`src/rtl/led_pattern_engine.sv`:
```
// rtl/led_pattern_engine.sv - ramping-rate LED pattern generator (rotate/bounce/LFSR)
// Optional PWM dimming of the LED outputs when LED_PATTERN_PWM_EN is defined.
module led_pattern_engine #(
   parameter int unsigned NUM_LEDS  = 4,
   parameter int unsigned ACC_WIDTH = 31,
   parameter int unsigned THRESHOLD = 100000000,
   parameter int unsigned INC_START = 1,
   parameter int unsigned INC_MAX   = 20000,
   parameter logic [15:0] LFSR_SEED = 16'hACE1
`ifdef LED_PATTERN_PWM_EN
   ,
   parameter int unsigned PWM_DUTY  = 64
`endif
) (
   input  logic                i_Clk,
   input  logic                i_Rst_L,
   input  logic [1:0]          i_Mode,
   input  logic                i_Hold,
   output logic [NUM_LEDS-1:0] o_LED,
   output logic                o_Step,
   output logic                o_Ramp_Wrap
);

   typedef enum logic {DIR_UP, DIR_DOWN} dir_e;

   localparam logic [ACC_WIDTH-1:0] THRESH_C    = ACC_WIDTH'(THRESHOLD);
   localparam logic [ACC_WIDTH-1:0] INC_START_C = ACC_WIDTH'(INC_START);
   localparam logic [ACC_WIDTH-1:0] INC_MAX_C   = ACC_WIDTH'(INC_MAX);
   localparam logic [ACC_WIDTH-1:0] ACC_ONE_C   = ACC_WIDTH'(1);
   localparam logic [NUM_LEDS-1:0]  ONE_HOT_C   = NUM_LEDS'(1);

   logic [ACC_WIDTH-1:0] acc_q, acc_d, inc_q, inc_d, inc_next;
   logic [1:0]           mode_q, mode_d;
   dir_e                 dir_q, dir_d;
   logic [15:0]          lfsr_q, lfsr_d, lfsr_step;
   logic [NUM_LEDS-1:0]  pat_q, pat_d;
   logic                 step_q, step_d, wrap_q, wrap_d;

   assign inc_next  = inc_q + ACC_ONE_C;
   assign lfsr_step = (lfsr_q >> 1) ^ (lfsr_q[0] ? 16'hB400 : 16'h0000);

   always_comb begin
      acc_d  = acc_q;
      inc_d  = inc_q;
      mode_d = mode_q;
      dir_d  = dir_q;
      lfsr_d = lfsr_q;
      pat_d  = pat_q;
      step_d = 1'b0;
      wrap_d = 1'b0;
      if (!i_Hold) begin
         if (acc_q > THRESH_C) begin
            acc_d  = '0;
            step_d = 1'b1;
            if (inc_next > INC_MAX_C) begin
               inc_d  = INC_START_C;
               wrap_d = 1'b1;
            end else begin
               inc_d = inc_next;
            end
            mode_d = i_Mode;
            // A mode change only loads the entry pattern; stepping resumes next advance.
            if (i_Mode != mode_q) begin
               if (i_Mode == 2'd3) begin
                  pat_d = lfsr_q[NUM_LEDS-1:0];
               end else begin
                  pat_d = ONE_HOT_C;
                  dir_d = DIR_UP;
               end
            end else begin
               case (mode_q)
                  2'd0: pat_d = {pat_q[NUM_LEDS-2:0], pat_q[NUM_LEDS-1]};
                  2'd1: pat_d = {pat_q[0], pat_q[NUM_LEDS-1:1]};
                  2'd2: begin
                     if (dir_q == DIR_UP) begin
                        if (pat_q[NUM_LEDS-1]) begin
                           dir_d = DIR_DOWN;
                           pat_d = pat_q >> 1;
                        end else begin
                           pat_d = pat_q << 1;
                        end
                     end else begin
                        if (pat_q[0]) begin
                           dir_d = DIR_UP;
                           pat_d = pat_q << 1;
                        end else begin
                           pat_d = pat_q >> 1;
                        end
                     end
                  end
                  default: begin
                     lfsr_d = lfsr_step;
                     pat_d  = lfsr_step[NUM_LEDS-1:0];
                  end
               endcase
            end
         end else begin
            acc_d = acc_q + inc_q;
         end
      end
   end

   always_ff @(posedge i_Clk or negedge i_Rst_L) begin
      if (!i_Rst_L) begin
         acc_q  <= '0;
         inc_q  <= INC_START_C;
         mode_q <= 2'd0;
         dir_q  <= DIR_UP;
         lfsr_q <= LFSR_SEED;
         pat_q  <= ONE_HOT_C;
         step_q <= 1'b0;
         wrap_q <= 1'b0;
      end else begin
         acc_q  <= acc_d;
         inc_q  <= inc_d;
         mode_q <= mode_d;
         dir_q  <= dir_d;
         lfsr_q <= lfsr_d;
         pat_q  <= pat_d;
         step_q <= step_d;
         wrap_q <= wrap_d;
      end
   end

   assign o_Step      = step_q;
   assign o_Ramp_Wrap = wrap_q;

`ifdef LED_PATTERN_PWM_EN
   localparam logic [7:0] PWM_DUTY_C = 8'(PWM_DUTY);
   logic [7:0] pwm_cnt_q;

   // Free-running so dimming continues while the pattern is held.
   always_ff @(posedge i_Clk or negedge i_Rst_L) begin
      if (!i_Rst_L) pwm_cnt_q <= 8'd0;
      else          pwm_cnt_q <= pwm_cnt_q + 8'd1;
   end

   assign o_LED = pat_q & {NUM_LEDS{pwm_cnt_q < PWM_DUTY_C}};
`else
   assign o_LED = pat_q;
`endif

endmodule
```
`config.mk`:
```
export PLATFORM = sky130hd
export DESIGN_NAME = led_pattern_engine
export DESIGN_NICKNAME = d
export VERILOG_FILES = /design/src/rtl/led_pattern_engine.sv
export SDC_FILE = /design/constraint.sdc
export NUM_CORES = 1
export LEC_CHECK = 0
export BUFFER_PORTS_ARGS = -buffer_cell sky130_fd_sc_hd__buf_2
export CORE_MARGIN = 1
export CORE_UTILIZATION = 40
export DETAILED_ROUTE_END_ITERATION = 10
export GPL_TIMING_DRIVEN = 1
export PLACE_DENSITY = 0.54
export SYNTH_ARGS = -nofsm -noshare
export SYNTH_HDL_FRONTEND = slang
export SYNTH_SLANG_ARGS = --single-unit
```
`constraint.sdc`:
```
create_clock -name i_Clk -period 3.94 [get_ports i_Clk]
set_clock_uncertainty 0.05 [all_clocks]
set_input_delay 0.985 -clock i_Clk [delete_from_list [all_inputs] [get_ports i_Clk]]
set_output_delay 0.985 -clock i_Clk [all_outputs]
set_load 0.03 [all_outputs]
```
# After elaboration in Yosys (flattened, before gate mapping)
# Index checks and enable logic that the tools add are counted.
# classes
add_sub_neg	2
reduce_logical	6
n_lt_le_gt_ge	2
mux	20
bitwise_logic	4
n_eq_ne	5
# ops
operator	n
$mux W31	2
$add A31 B1 Y31 const B	1
$add A31 B31 Y31	1
$gt A31 B15 Y1 const B	1
$gt A31 B27 Y1 const B	1
$mux W4	5
$mux W16	1
$xor A15 B16 Y16	1
$pmux W4 S3	1
$mux W1	11
$reduce_and A4 Y1	2
$eq A2 B2 Y1 const B	2
$not A1 Y1	3
$reduce_or A3 Y1	1
$eq A2 B1 Y1 const B	1
$logic_not A2 Y1	1
$ne A2 B2 Y1	1
$ne A2 B2 Y1 const B	1
$reduce_and A2 Y1	1
$reduce_bool A2 Y1	1
# totals
reg_bits	87

# Longest topological paths before layout
# Gate-level depths: netlist of run 1.
# depth
ltp_word	5
depth_mapped	11
depth_no_buf	10

# Worst setup path before layout of run 1
# OpenSTA, ideal clock, no wires.
# synth_timing
path_kind	register -> register
from	reg inc_q[0]
to	reg inc_q[0]
setup_slack_ps	1133
arrival_time_ps	2675
path_buffers	2
setup_ps	82
required_ps	3808
path_stages_with_launch	12
path_cell_list	dfstp_2 -> ha_1 -> nand4_2 -> nor2_1 -> buf_2 -> nand4_1 -> a21o_1 -> a221oi_1 -> o2111a_1 -> buf_6 -> nand3_4 -> mux2_4
# synth_between
elab_chain_len	3
# synth_rtl
element	line_no	text
from (decl)	32	logic [ACC_WIDTH-1:0] acc_q, acc_d, inc_q, inc_d, inc_next;
from (signal assigned)	115	inc_q <= inc_d;
$add A31 B1 Y31 (*)	39	assign inc_next = inc_q + ACC_ONE_C;
$gt A31 B15 Y1	55	if (inc_next > INC_MAX_C) begin
$mux W31 (*)	55	
# Every way passes the cells marked *; elsewhere a longest branch is shown, timed or not.
# A chain may end at the register's enable or synchronous reset.

# Worst setup path after layout of run 1
# layout_timing
from	reg inc_q[0]
to	reg inc_q[4]
# Same word-level chain as after synthesis.

==> metrics.yaml, run 1 <==
routing:
  top_layer_used: "met4"
  met1_length_mm: 7.60
  routedWlPerCell_um: 18.0
  num_vias: 5128
  drc: 2
  drtPass1Iterations: 8
  wl_met2_mm: 6.78
  routed_via_density: 6.06
  routed_wl_mm: 15.2
  wl_met3_um: 527
  drt_iter0_drc: 391
  ant_nets: 0
final_layout:
  fillCellCount: 1419
  layout-drive-gt1-share: 0.121
  antenna_cells: 0
  design_area_um2: 6540
  final_common_cell: "dfrtp_1"
  final_cell_mix: "77 x dfrtp_1, 58 x nand2_1, 34 x a21oi_1"
  synthToLayoutAreaGrowth_pct: 8.35
  layoutNonFillerInstCount: 846
  fin_nets: 695
  register_area_um2: 2190
  multi_input_area_um2: 3580
placed_design:
  portBuffers: 10
  dp.cells: 830
  hpwl_mm: 11.0
  gp_congestion: 0.905
  placed_cell_area_um2: 6240
worst_setup_path:
  critPathRequiredTime_ps: 4160
  setup.worst_path.start: "inc_q[0]$_DFFE_PN1P_"
  path_cells: "ha_1 > nand4_2 > nor4_4 > nor4bb_1 > o21bai_1 > a221oi_1 > o2111a_1 > buf_4 > nand4_1 > mux2i_1"
  start_kind: "flop"
  r2r-start: "inc_q[0]$_DFFE_PN1P_"
  cp.buffers_inverters: 1
  endpoint_kind: "flop"
  crit_fanout: 14
  worstSetupPathType: "reg2reg"
  max_stage_delay_ps: 610
  cp_slowest_cell: "dfstp_2"
  crit_family: "simple AND/OR/NAND/NOR gates"
  arrival_ps: 3500
clocking:
  cts_resized: 0
  cts_max_level: 3
  clock_latency_ps: 350
  clockBufferDepth: 2
  cts-root-buf: "clkbuf_16"
  cts.sinks: 87
  tritoncts: "yes"
  cts_setup_buffers: 0
  cts_made_buffers: 9
  hold_buffers: 0
  path_clk_slew_ps: 70
yosys:
  synth_edf_count: 0
  syn_inst: 659
  yosys.area.top_type: "dfrtp_1"
  ys_seq_area_frac: 0.363
  ys_async_sr_fraction: 1.00
  synth_area_leaders: "dfrtp_1 32%, ha_1 6.6%, dfstp_2 4.4%"
  ys_ff_latch: 87
  synth-main-ff-cell: "dfrtp_1"
  synth.cell_area_um2: 6040
  synth_cell_types: 74
  yosysWarnings: 0
  synth_top_area_frac: 0.319
  syn_nets: 697
  synth.avg_cell_area_um2: 9.16
sta:
  setup_viol: 0
  hold_viol: 0
  finalMaxSlewViolations: 0
  slew-limit-headroom: 0.486
  fmax_ghz: 0.306
  fin_crit_sh: 0.831
  min_period_ps: 3270
  setup_tns_ps: 0
  tightest_slew_ps: 770
  fin_hold_ws_ps: 434
  grt_setup_unrepaired: "false"
global_routing:
  grt.total_usage: 0.205
  grt_max_degree: 58
  overflow: 0
  grt_first_pass_wirelength_mm: 25.5
  grt_pass1_vias: 4971
  antenna_found_initial: 0
floorplanning:
  die_x_um: 125
  start_util: 0.412
  die_height_um: 125
  rows: 44
  die_area_um2: 15600
  coreArea_um2: 14600
  io_pins: 11
run_status:
  outcome: "finished, violations left"
  violations: "DRC"
pwr:
  powerDensity_nw_per_um2: 565
  max-vdd-ir-drop_mv: 0.319
  leakage_nw: 2.96
hold_path:
  hold_start: "lfsr_q[9]$_DFFE_PN0P_"
  hold_path_class: "reg2reg"
job:
  drv_cap: 0
[report_power, final]
group / switching, mW / internal [mW]
clock: 0.421 / 0.450
sequential: 0.318 / 1.10
combinational: 0.811 / 0.603
total: 1.55 / 2.15
[worst reg2reg max path, stage by stage (launching register included)]
cell and delay (ps):
dfstp_2 610, ha_1 310, nand4_2 220, nor4_4 460, nor4bb_1 260, o21bai_1 90, a221oi_1 280, o2111a_1 400
buf_4 250, nand4_1 110, mux2i_1 160
[cells by family after synthesis]
kind of cell | count (synthesis) | synth area share
adder cells (fa/ha/maj) | 33 | 0.0696
flip-flops | 87 | 0.363
buffers and inverters | 60 | 0.0454
AND/OR/NAND/NOR | 232 | 0.216
XOR/XNOR | 34 | 0.0493
multiplexers | 20 | 0.0367
AO/OA/AOI/OAI | 193 | 0.221
[layout make-up]
class | count | share of cell area
clock buffers | 9 | 0.0344
clock inverters | 7 | 0.0113
inverters | 23 | 0.0132
multi-input cells | 512 | 0.547
flip-flops and latches | 87 | 0.335
well taps | 184 | 0.0352
repair buffers | 24 | 0.0241
[registers in the layout (all words and copies together) (netlist names)]
register,count
o_Step,1
dir_q,1
inc_q,31
mode_q,2
acc_q,31
o_LED,4
lfsr_q,16
o_Ramp_Wrap,1
[worst paths after layout]
check	end	slack, ps	depth (start not counted)
max	inc_q[4]$_DFFE_PN0P_	670	10
min	lfsr_q[9]$_DFFE_PN0P_	430	1
max reg2reg	inc_q[4]$_DFFE_PN0P_	670	10
min reg2reg	lfsr_q[9]$_DFFE_PN0P_	430	1
max in group asynchronous	inc_q[0]$_DFFE_PN1P_	2400	2
min in group asynchronous	acc_q[21]$_DFFE_PN0N_	660	1
[cell usage after synthesis (all sizes together) (14+ instances only)]
cell,count
clkbuf,18
inv,23
ha,32
mux2,14
a22o,18
and2,20
o21ai,23
nand4,19
xnor2,20
nor2,33
xor2,14
a31oi,26
buf,19
nand3,22
nand2,60
dfrtp,77
a21oi,34
[through the flow]
stage / setup slack (ps) / utilization / power (mW)
2_1_floorplan: 1130 / - / 2.48
3_3_place_gp: 789 / 0.426 / 2.80
3_5_place_dp: 674 / 0.426 / 2.83
4_1_cts: 647 / 0.447 / 3.71
5_1_grt: 440 / 0.447 / 3.97
6_report: 668 / 0.447 / 3.70
[metal layers]
| layer | vias up | GRT usage |
|---|---|---|
| met4 | 0 | 0.0789 |
| met3 | 22 | 0.0296 |
| met2 | 129 | 0.317 |
| met1 | 2496 | 0.291 |
| met5 | - | 0 |
| li1 | 2481 | - |
No activity file was read; power rests on OpenSTA's default activity.
==> run 2: changes to the inputs <==
==> constraint.sdc (replaced) <==
create_clock -name i_Clk -period 3.42 [get_ports i_Clk]
set_clock_uncertainty 0.05 [all_clocks]
set_input_delay 0.855 -clock i_Clk [delete_from_list [all_inputs] [get_ports i_Clk]]
set_output_delay 0.855 -clock i_Clk [all_outputs]
set_load 0.03 [all_outputs]
==> run 2 against run 1 <==
The run still ends with DRC left. Critical path depth increased by 1. Non-clock buffer count grew 4. Global-route usage is essentially flat. Critical endpoint is now inc_q[13]$_DFFE_PN0P_. Fmax rose by 3.1%. Clock power grew 11%. Combinational power increased by 16%. Core utilization rose by 0.20 points. Sequential share of layout area decreased by 0.15 points. Cell area up 0.44%.
==> metrics.yaml, run 2 (same netlist as run 1, synthesis figures left out) <==
sta:
  fin_crit_sh: 0.928  # +0.0979
  finalMaxSlewViolations: 0  # unchanged
  fmax_ghz: 0.315  # +3.1%
  tightest_slew_ps: 1240  # +466 ps
  slew-limit-headroom: 0.172  # -0.314
  hold_viol: 0  # unchanged
  layout_setup_ws_ps: 245  # -423 ps
  min_period_ps: 3180  # -96.9 ps
  setup_viol: 0  # unchanged
  setup_tns_ps: 0  # unchanged
  grt_setup_unrepaired: "false"
final_layout:
  final_common_cell: "dfrtp_1"
  synthToLayoutAreaGrowth_pct: 8.83
  antenna_cells: 0  # unchanged
  fin_nets: 699  # +0.58%
  final_cell_mix: "77 x dfrtp_1, 58 x nand2_1, 34 x a21oi_1"
  layout-drive-gt1-share: 0.129  # +0.00828
  top_regs: "acc_q x31, inc_q x31, lfsr_q x16"
placed_design:
  portBuffers: 10  # unchanged
  hpwl_mm: 11.0  # +0.12%
  place_ws_ps: 169  # -505 ps
  gp_congestion: 0.867  # -4.2%
clocking:
  clockBufferDepth: 2  # unchanged
  tritoncts: "yes"
  path_clk_slew_ps: 70  # about the same
  cts_made_buffers: 9  # unchanged
  cts-root-buf: "clkbuf_16"
  hold_buffers: 0  # unchanged
  clock_latency_ps: 360  # about the same
  cts_max_level: 3  # unchanged
  cts_setup_buffers: 0  # unchanged
  cts.sinks: 87  # unchanged
pwr:
  p_int_mw: 2.47  # +15%
  powerDensity_nw_per_um2: 643  # +14%
  comb_power_share: 0.388  # +0.006
  max-vdd-ir-drop_mv: 0.342  # +7.1%
  power_frac_clock: 0.229  # -0.007
  leakage_nw: 2.98  # +0.72%
  netSwitchingPower_mw: 1.76  # +13%
  power_frac_seq: 0.383  # about the same
  swShare: 0.416  # -0.00331
routing:
  routed_via_density: 6.01  # -0.92%
  drt_iter0_drc: 444  # +14%
  num_vias: 5105  # -0.45%
  routed_wl_mm: 15.1  # -0.80%
  drc: 2  # unchanged
  routedWlPerCell_um: 17.7  # -1.3%
  drtPass1Iterations: 8  # unchanged
  ant_nets: 0  # unchanged
worst_setup_path:
  endpoint_kind: "flop"
  cp_slowest_cell: "dfstp_2"
  critPathRequiredTime_ps: 3640  # -520 ps
  start_kind: "flop"
  crit_fanout: 19  # +5
  worstSetupPathType: "reg2reg"
  arrival_ps: 3400  # -100 ps
  max_stage_delay_ps: 620  # about the same
  worst_r2r_path_depth: 11  # +1
  cpMostUsedCell: "buf_4"
  path_cells: "ha_2 > nand4_2 > nor2_1 > buf_4 > nand2_1 > or3_1 > a221oi_1 > o2111a_1 > buf_4 > a31oi_1 > o22ai_1"
hold_path:
  hold_path_class: "reg2reg"
  whs_path_depth: 1  # unchanged
floorplanning:
  io_pins: 11  # unchanged
  die_height_um: 125  # unchanged
  die_x_um: 125  # unchanged
  coreArea_um2: 14600  # unchanged
  rows: 44  # unchanged
  die_area_um2: 15600  # unchanged
  start_util: 0.412  # unchanged
run_status:
  outcome: "finished, violations left"
  violations: "DRC"
global_routing:
  grt_max_degree: 46  # -21%
  antenna_found_initial: 0  # unchanged
  grt_pass1_vias: 4938  # -0.66%
  grt_first_pass_wirelength_mm: 25.4  # about the same
  overflow: 0  # unchanged
  grt.total_usage: 0.205  # about the same
job:
  drv_cap: 0  # unchanged
[run 2: cell types whose count changed in the layout (fill, tap and decap cells not counted), sizes merged]
cell	previous run	this run
buf	24	28
clkinv	2	4
inv	28	26
[run 2: repair_timing]
action	CTS	global route
hold endpoints to repair	0	0
resized for setup	0	2
setup endpoints to repair	0	11
[run 2: power groups by stage]
stage / combinational (mW) / clock (mW) / sequential, mW
after floorplan: 1.35 / 0 / 1.50
after global placement: 1.60 / 0 / 1.63
after detailed placement: 1.63 / 0 / 1.63
after CTS: 1.63 / 1.00 / 1.62
after global routing: 1.85 / 1.05 / 1.67
final: 1.64 / 0.966 / 1.62
[run 2: metal layers]
layer,vias to the layer above,GRT usage,part of all wire
li1,2491,-,-
met4,0,0.0617,0.011
met1,2498,0.282,0.50
met3,19,0.0382,0.037
met5,-,0,0
met2,97,0.327,0.46
[run 2: final timing paths]
kind / from / endpoint / slack (ps)
worst max-delay path: inc_q[0]$_DFFE_PN1P_ / inc_q[13]$_DFFE_PN0P_ / 240
worst min-delay path: lfsr_q[9]$_DFFE_PN0P_ / lfsr_q[9]$_DFFE_PN0P_ / 430
worst max register to register: inc_q[0]$_DFFE_PN1P_ / inc_q[13]$_DFFE_PN0P_ / 240
worst min register to register: lfsr_q[9]$_DFFE_PN0P_ / lfsr_q[9]$_DFFE_PN0P_ / 430
max in group asynchronous: i_Rst_L / inc_q[0]$_DFFE_PN1P_ / 2140
min in group asynchronous: i_Rst_L / acc_q[20]$_DFFE_PN0N_ / 460
[run 2: through the flow]
stage	util	area [um^2]	std cells	total power [mW]	hold slack, ps
6_report	0.449	6570	850	4.23	432
5_1_grt	0.449	6570	850	4.57	456
4_1_cts	0.449	6570	850	4.25	442
3_5_place_dp	0.429	6290	834	3.26	426
3_3_place_gp	0.429	6290	834	3.23	414
2_1_floorplan	-	6040	659	2.85	402
[run 2: critical path: cells and delay by family, from the launching register on]
kind,cells,cell delay [ps]
AOI/OAI and AO/OA,4,910
DFF,1,620
buffers and inverters,2,400
and+or+nand+nor,4,850
adders and majority gates,1,270
[run 2: final cells by class]
class	count	area [um^2]
Clock inverter	7	56.3
Clock buffer	9	225
Fill cell	1439	8070
Sequential cell	87	2190
Tap cell	184	230
Inverter	23	86.3
Multi-Input combinational cell	512	3580
Timing Repair Buffer	28	200
